<file path="config.mk">
export PLATFORM = sky130hd
export DESIGN_NAME = mem_port_arbiter
export DESIGN_NICKNAME = d
export VERILOG_FILES = /design/src/rtl/mem_port_arbiter_pkg.sv /design/src/rtl/mem_port_arbiter_prio.sv /design/src/rtl/mem_port_arbiter.sv
export SDC_FILE = /design/constraint.sdc
export NUM_CORES = 1
export LEC_CHECK = 0
export ABC_AREA = 1
export CORE_ASPECT_RATIO = 0.9
export CORE_MARGIN = 2
export CORE_UTILIZATION = 43
export DETAILED_ROUTE_END_ITERATION = 16
export PLACE_DENSITY = 0.89
export SYNTH_ARGS = -nofsm -noshare
export SYNTH_HDL_FRONTEND = slang
export SYNTH_SLANG_ARGS = --single-unit
export TNS_END_PERCENT = 20
</file>
<file path="constraint.sdc">
create_clock -name clk -period 1.42 [get_ports clk]
set_input_delay 0.355 -clock clk [delete_from_list [all_inputs] [get_ports clk]]
set_output_delay 0.355 -clock clk [all_outputs]
set_load 0.03 [all_outputs]
</file>
<file path="src/rtl/mem_port_arbiter_pkg.sv">
// mem_port_arbiter_pkg: shared state and owner encodings for the memory port arbiter
package mem_port_arbiter_pkg;
    typedef enum logic [1:0] {IDLE = 2'd0, BUSY = 2'd1, RESP = 2'd2} state_t;
    typedef enum logic {OWN_IF = 1'b0, OWN_LS = 1'b1} owner_t;
endpackage

</file>
<file path="src/rtl/mem_port_arbiter_prio.sv">
// mem_arb_prio: LS-over-IF winner select with a starvation guard on consecutive LS grants
module mem_arb_prio
    import mem_port_arbiter_pkg::*;
#(
    parameter int MAX_LS_BURST = 2
) (
    input  logic   clk,
    input  logic   rst_n,
    input  logic   arb_en,
    input  logic   if_req,
    input  logic   ls_req,
    output owner_t winner
);
    localparam int SW = $clog2(MAX_LS_BURST + 1);
    logic [SW-1:0] ls_streak;
    logic          force_if;
    assign force_if = if_req && ls_streak == SW'(MAX_LS_BURST);
    assign winner   = (ls_req && !force_if) ? OWN_LS : OWN_IF;
    // count LS wins over a waiting IF; the guard keeps it from passing MAX_LS_BURST
    always_ff @(posedge clk or negedge rst_n) begin
        if (!rst_n)
            ls_streak <= '0;
        else if (arb_en)
            ls_streak <= (!if_req || winner == OWN_IF) ? '0 : ls_streak + 1'b1;
    end
endmodule

</file>
<file path="src/rtl/mem_port_arbiter.sv">
// mem_port_arbiter: shares a single-port memory between instruction fetch and load/store
module mem_port_arbiter
    import mem_port_arbiter_pkg::*;
#(
    parameter int ADDR_W       = 8,
    parameter int DATA_W       = 8,
    parameter int MEM_LAT      = 2,
    parameter int MAX_LS_BURST = 2
) (
    input  logic              clk,
    input  logic              rst_n,
    input  logic              if_req,
    input  logic [ADDR_W-1:0] if_addr,
    output logic              if_gnt,
    output logic              if_done,
    output logic [DATA_W-1:0] if_rdata,
    input  logic              ls_req,
    input  logic              ls_we,
    input  logic [ADDR_W-1:0] ls_addr,
    input  logic [DATA_W-1:0] ls_wdata,
    output logic              ls_gnt,
    output logic              ls_done,
    output logic [DATA_W-1:0] ls_rdata,
    output logic              mem_en,
    output logic              mem_we,
    output logic [ADDR_W-1:0] mem_addr,
    output logic [DATA_W-1:0] mem_wdata,
    input  logic [DATA_W-1:0] mem_rdata
);
    localparam int LW = MEM_LAT > 1 ? $clog2(MEM_LAT) : 1;
    state_t            state, state_nx;
    owner_t            owner, winner;
    logic [LW-1:0]     lat_cnt;
    logic [ADDR_W-1:0] a_addr;
    logic [DATA_W-1:0] a_wdata;
    logic              a_we, grant, busy, last;
    assign grant = state == IDLE && (if_req || ls_req);
    assign busy  = state == BUSY;
    assign last  = busy && lat_cnt == '0;
    mem_arb_prio #(.MAX_LS_BURST(MAX_LS_BURST)) u_prio (
        .clk    (clk),
        .rst_n  (rst_n),
        .arb_en (state == IDLE),
        .if_req (if_req),
        .ls_req (ls_req),
        .winner (winner)
    );
    // next state: one access per grant, then a single response cycle
    always_comb begin
        state_nx = state == IDLE ? (grant ? BUSY : IDLE) :
                   state == BUSY ? (last ? RESP : BUSY) : IDLE;
    end
    // state register; reset abandons any transaction in flight
    always_ff @(posedge clk or negedge rst_n) begin
        if (!rst_n)
            state <= IDLE;
        else
            state <= state_nx;
    end
    // latch the winner's request at grant so later input changes are ignored
    always_ff @(posedge clk or negedge rst_n) begin
        if (!rst_n) begin
            owner   <= OWN_IF;
            a_addr  <= '0;
            a_we    <= 1'b0;
            a_wdata <= '0;
            lat_cnt <= '0;
        end else if (grant) begin
            owner   <= winner;
            a_addr  <= winner == OWN_LS ? ls_addr : if_addr;
            a_we    <= winner == OWN_LS && ls_we;
            a_wdata <= winner == OWN_LS ? ls_wdata : '0;
            lat_cnt <= LW'(MEM_LAT - 1);
        end else if (busy && !last) begin
            lat_cnt <= lat_cnt - 1'b1;
        end
    end
    // capture read data into the owner's register on the last access cycle
    always_ff @(posedge clk or negedge rst_n) begin
        if (!rst_n) begin
            if_rdata <= '0;
            ls_rdata <= '0;
        end else if (last && !a_we) begin
            if (owner == OWN_IF)
                if_rdata <= mem_rdata;
            else
                ls_rdata <= mem_rdata;
        end
    end
    // outputs decode straight from state so reset clears them without waiting for an edge
    always_comb begin
        if_gnt    = state != IDLE && owner == OWN_IF;
        ls_gnt    = state != IDLE && owner == OWN_LS;
        if_done   = state == RESP && owner == OWN_IF;
        ls_done   = state == RESP && owner == OWN_LS;
        mem_en    = busy;
        mem_we    = busy && a_we;
        mem_addr  = busy ? a_addr : '0;
        mem_wdata = busy ? a_wdata : '0;
    end
endmodule
</file>
==> impl_metrics.tcl, run 1 <==
set metrics [dict create \
    gp_congestion 0.822 \
    tightest_slew_ns 0.417 \
    status "finished, violations left" \
    min_period_ns 1.60 \
    syn_area_um2 1860 \
    dieWidth_um 73.4 \
    rr_worst_depth 7 \
    clockBufferDepth 2 \
    die-area_um2 4880 \
    grt_first_pass_wirelength_um 7500 \
    p_per_area_nw_per_um2 2370 \
    grt_max_degree 20 \
    final-max-slew-violation-count 0 \
    crit_top_cell "buf_6" \
    final_nets 357 \
    core_um2 4130 \
    numCtsBuffers 5 \
    hold_class "reg -> reg" \
    cts_max_level 2 \
    worst-path-stages 3 \
    drive_above_1_share_pct 21.9 \
    power_frac_clock_pct 13.1 \
    path_buf_inv 2 \
    num_vias 1787 \
    pwr-share-seq_pct 28.8 \
    antenna_found_initial 0 \
    setup_viol 22 \
    switchingPower_mw 3.18 \
    dr.pass1.iters 4 \
    synth_warnings 0 \
    io_pins 75 \
    final.setup.worst_slack_ns -0.183 \
    leakagePower_nw 1.46 \
    wl_um 4640 \
    met3_usage_pct 5.30 \
    whs_path_depth 2 \
    rows 22 \
    drcViolationCount 0 \
    fill_cells 328 \
    wl_per_cell_um 12.7 \
    multi_input_area_um2 777 \
    cpMaxStageDelayCell "dfrtp_2" \
    max-vdd-ir-drop_uv 880 \
    cts_root_buffer "clkbuf_8" \
    vias_per_cell 4.87 \
    clk_pin_slew_worst_paths_ns 0.07 \
    worstHoldStart "if_rdata[5]" \
    layout_commonest_cell "nand2_1" \
    violations "setup timing" \
    arrival_ns 1.25 \
    io_buffers 74 \
    clock-sinks 39 \
    place_area_um2 2670 \
    fmax_mhz 624 \
    hold_slack_ns 0.479 \
    ff2ff_setup_slack_ns 0.10 \
    max_stage_delay_ns 0.49 \
    hpwl_um 3410 \
    met2_usage_pct 33.6 \
    insertion_delay_ns 0.29 \
    p_comb_share_pct 58.1 \
    fin_worst_skew_ns 0.00591 \
    use_met1_pct 25.7 \
    avgSynthCellArea_um2 8.21 \
    n_antenna_cell 0 \
    die_h_um 66.5 \
    design_area_um2 2860 \
    drtIter0Drc 100 \
    min_to "if_rdata[5]" \
    crit_type "reg -> out" \
    mostFrequentLayoutCells "nand2_1, dfrtp_1, clkdlybuf4s50_1, buf_4, inv_1" \
    synth_cells 227 \
    cts_tree "done" \
    crit_chain "buf_6, nor3_4, buf_6" \
    slew_headroom_pct 72.2 \
    yosysUniqueCellTypes 21 \
    p_int_mw 3.60 \
    rsz0062_at_grt "yes" \
    cap_violations 0 \
    grt_pass1_vias 1680 \
    worstSetupStartpointType "flop" \
    crit_family "flip-flops" \
    area_delta_synth_final_pct 53.3 \
    overflow 0 \
    initial_core_util_pct 45.2 \
    final-seq-area_um2 977 \
    gr-max-usage-layer "met2" \
    yosysSeqAreaShare_pct 52.3 \
    switching_share_pct 46.9 \
    critPathCaptureType "output port" \
    critPathRequiredTime_ns 1.07 \
    syn_nets 265 \
    ys_ff_latch 39 \
    hold_viol 0 \
    min_period_over_period_pct 113 \
    ant_nets 0 \
    grt_usage_pct 20.5 \
    cp_max_fo 5 \
    r2r_end "if_rdata[4]" \
    r2r_start "state[0]" \
]
==> cells by family (layout without fill, tap and decap cells) <==
family                   Yosys count  count (layout)  share of synthesized area (%)
AO/OA/AOI/OAI                     16              16                           4.56
adder cells (fa/ha/maj)            1               1                          0.671
buffers and inverters             34             126                           8.12
flip-flops                        39              39                           52.3
AND/OR/NAND/NOR                  137             137                           34.3
==> per-layer routing <==
metal,share of wire (%),vias up
li1,-,908
met1,44,826
met2,49,48
met3,4.7,5
met4,1.5,0
met5,0,-
==> how the worst max path moves through the flow <==
stage / slack (ns) / end / startpoint
final: -0.18 / ls_done / state[0]
after global routing: -0.24 / mem_addr[0] / state[1]
after CTS: -0.22 / mem_addr[7] / state[1]
after detailed placement: -0.14 / a_addr[1] / if_req
after global placement: -0.1 / a_addr[7] / if_req
after floorplan: -0.20 / if_done / owner
==> timing repair <==
| item | 4_1_cts | 5_1_grt |
|---|---|---|
| setup endpoints to repair | 38 | 42 |
| setup buffers | 1 | 2 |
| resized for setup | 23 | 29 |
| pin swaps | 2 | 2 |
| endpoints found under the hold margin | 16 | 0 |
| hold buffers | 1 | 0 |
==> cell type report <==
type / count / area share [%]
clock inverters: 1 / 1.05
inverters: 25 / 3.28
repair buffers: 94 / 29.6
clock buffers: 6 / 2.54
multi-input cells: 154 / 27.2
flip-flops and latches: 39 / 34.2
well taps: 48 / 2.10
==> registers in the layout (all words and copies together) (netlist names) <==
name	cells
a_addr	8
a_wdata	8
if_rdata	8
ls_rdata	8
state	2
u_prio.ls_streak	2
a_we	1
lat_cnt	1
owner	1
==> power by group through the flow <==
stage / Clock, mW / Sequential, mW / Combinational [mW]
floorplan: 0 / 2.38 / 1.97
global placement: 0 / 1.92 / 3.76
detailed placement: 0 / 1.94 / 3.84
CTS: 0.906 / 1.93 / 3.77
global route: 0.952 / 2.01 / 4.30
finish: 0.890 / 1.95 / 3.94
==> synthesized netlist by cell type <==
library cell   n  area [um^2]
inv_1         22         82.6
o21ai_2        1         8.76
nand3_1        9         45.0
nor2_1        19         71.3
buf_6          2         22.5
nor2_4         1         11.3
nand2_2        1         6.26
dfrtp_1       39          976
nand2_1       84          315
nand2_4        1         11.3
nor3_1         2         10.0
o21ai_1        2         10.0
nand4_1       16          100
buf_2          7         35.0
o21ai_0       12         60.1
inv_2          3         11.3
nor2_2         1         6.26
nor2_8         1         20.0
o22ai_1        1         6.26
ha_1           1         12.5
nand4_4        2         42.5
==> worst register-to-register path: stages (launching register included) <==
cell and delay [ns]:
dfrtp_2 0.48, buf_4 0.15, inv_2 0.03, nor2_4 0.11, buf_4 0.14, nand4_4 0.13, nand2_1 0.11, nand2_1 0.06
==> per-stage QoR <==
| stage | setup TNS, ns | setup slack [ns] | instances | power (mW) | util (%) |
|---|---|---|---|---|---|
| floorplan | -2.46 | -0.203 | 227 | 4.35 | - |
| finish | -3.48 | -0.183 | 367 | 6.78 | 69.2 |
| detailed placement | -1.95 | -0.144 | 356 | 5.78 | 64.7 |
| global placement | -1.27 | -0.0991 | 356 | 5.68 | 64.7 |
| global route | -4.92 | -0.237 | 367 | 7.26 | 69.2 |
| CTS | -4.01 | -0.220 | 365 | 6.60 | 67.6 |
Note: power is estimated with default switching activity, not from simulation.
==> run 2, diff against run 1 <==
Clock period 1.42 ns to 1.78 ns, I/O delays scaled along.
==> run 2 against run 1 <==
The run now ends clean. Critical path depth stayed put. Die area stayed put. Register-to-register slack better by 0.37 ns. Via count is 0.56% higher. Global-route usage is 0.50 points higher. Power is 24% lower. Count of clock-buffer cells in the layout is 1 higher. Sequential power is 19% lower. Combinational power is 23% lower. Cell count is 2.7% lower. Largest power group unchanged. Highest routed layer unchanged.
==> impl_metrics.tcl, run 2 (synthesis gave the netlist of run 1 again) <==
set metrics [dict create \
    status "finished, final reports clean" \
    rows 22 \
    layout_commonest_cell "nand2_1" \
    drive_above_1_share_pct 18.4 \
    crit_type "reg -> out" \
    fin_worst_skew_ns 0.00445 \
    cap_violations 0 \
    rsz0062_at_grt "yes" \
    io_buffers 74 \
    r2r_start "state[0]" \
    vias_per_cell 5.03 \
    leakagePower_nw 1.54 \
    insertion_delay_ns 0.29 \
    clockBufferDepth 2 \
    wl_um 4950 \
    layout.cells.non_filler 357 \
    final-max-slew-violation-count 0 \
    wl_per_cell_um 13.9 \
    area_delta_synth_final_pct 48.7 \
    drtIter0Drc 146 \
    initial_core_util_pct 45.2 \
    grt_pass1_vias 1617 \
    finalPower_mw 5.16 \
    max-vdd-ir-drop_uv 813 \
    hold_class "in -> async" \
    r2r_end "a_wdata[3]" \
    fmax_mhz 577 \
    ff2ff_setup_slack_ns 0.47 \
    place_area_um2 2620 \
    hold_viol 0 \
    dr.pass1.iters 4 \
    tightest_slew_ns 0.449 \
    core_um2 4130 \
    grt_usage_pct 21.0 \
    overflow 0 \
    design_area_um2 2770 \
    rr_worst_depth 4 \
    p_per_area_nw_per_um2 1860 \
    min_period_ns 1.73 \
    worstSetupStartpointType "flop" \
    antenna_found_initial 0 \
    die-area_um2 4880 \
    critPathCaptureType "output port" \
    dieWidth_um 73.4 \
    cts_max_level 2 \
    arrival_ns 1.29 \
    cts_root_buffer "clkbuf_8" \
    clock-sinks 39 \
    slew_headroom_pct 70.1 \
    postCtsHoldBufs 0 \
    cp_max_fo 4 \
    place_ws_ns 0.108 \
    clk_pin_slew_worst_paths_ns 0.07 \
    numCtsBuffers 5 \
    final.setup.worst_slack_ns 0.0470 \
    min_period_over_period_pct 97.4 \
    dp.cells 348 \
    hpwl_um 3640 \
    grt_first_pass_wirelength_um 7610 \
    setup_viol 0 \
    drcViolationCount 0 \
    die_h_um 66.5 \
    cts_tree "done" \
    gp_congestion 0.837 \
    n_antenna_cell 0 \
    final_nets 346 \
    critPathRequiredTime_ns 1.33 \
    io_pins 75 \
    num_vias 1797 \
    ant_nets 0 \
    mostFrequentLayoutCells "nand2_1, dfrtp_1, clkdlybuf4s50_1, buf_4, inv_1" \
    grt_max_degree 21 \
]
## run 2: cell types whose count changed in the layout (fill, tap and decap cells not counted), moves of 2 or more
| cell | change |
|---|---|
| dlymetal6s2s_1 | +15 |
| clkdlybuf4s15_1 | -12 |
| buf_6 | -8 |
| buf_4 | -3 |
| clkbuf_2 | -3 |
| nor2_2 | +2 |
| nor3_1 | +2 |
## run 2: power by group
group | internal [mW] | switching, mW
combinational | 1.06 | 1.97
clock | 0.275 | 0.294
sequential | 1.31 | 0.258
total | 2.64 | 2.52
## run 2: critical path, cell delays in order (launching register included)
cell and delay, ns:
dfrtp_2 0.46, buf_4 0.16, nor2_4 0.19, buf_4 0.20
## run 2: layer usage
layer	wire length (um)	global-route usage, %	share of wire [%]
met2	2580	34.0	52
met5	0	0	0
met4	71	7.95	1.4
met1	2010	26.4	41
met3	286	6.66	5.8
## run 2: cell type report
type | count | area (um^2)
clock buffer | 7 | 76.3
clock inverter | 1 | 5.00
fill | 331 | 1360
inverter | 25 | 96.3
multi-input combinational | 154 | 758
sequential | 39 | 978
tap | 48 | 60.1
timing repair buffer | 83 | 797
## run 2: through the flow
stage | util (%) | hold slack (ns) | TNS [ns]
after floorplan | - | 0.149 | 0
after global placement | 63.5 | 0.409 | 0
after detailed placement | 63.5 | 0.417 | 0
after CTS | 65.7 | 0.0940 | 0
after global routing | 67.1 | 0.112 | -0.00680
final | 67.1 | 0.0899 | 0
## run 2: how the worst max path moves through the flow
stage          cells past startpoint     endpoint         from  slack [ns]
3_5_place_dp                       7    a_addr[7]       if_req        0.11
6_report                           3       mem_en     state[1]        0.05
2_1_floorplan                      3      ls_done        owner        0.03
5_1_grt                            3       mem_en     state[1]      -0.005
3_3_place_gp                       7    a_addr[5]       if_req        0.16
4_1_cts                            1  if_rdata[0]  if_rdata[0]      0.0002
## run 2: what timing repair did
item	in CTS	in global routing
resized for setup	6	20
buffers inserted	0	1
setup endpoints to repair	18	25
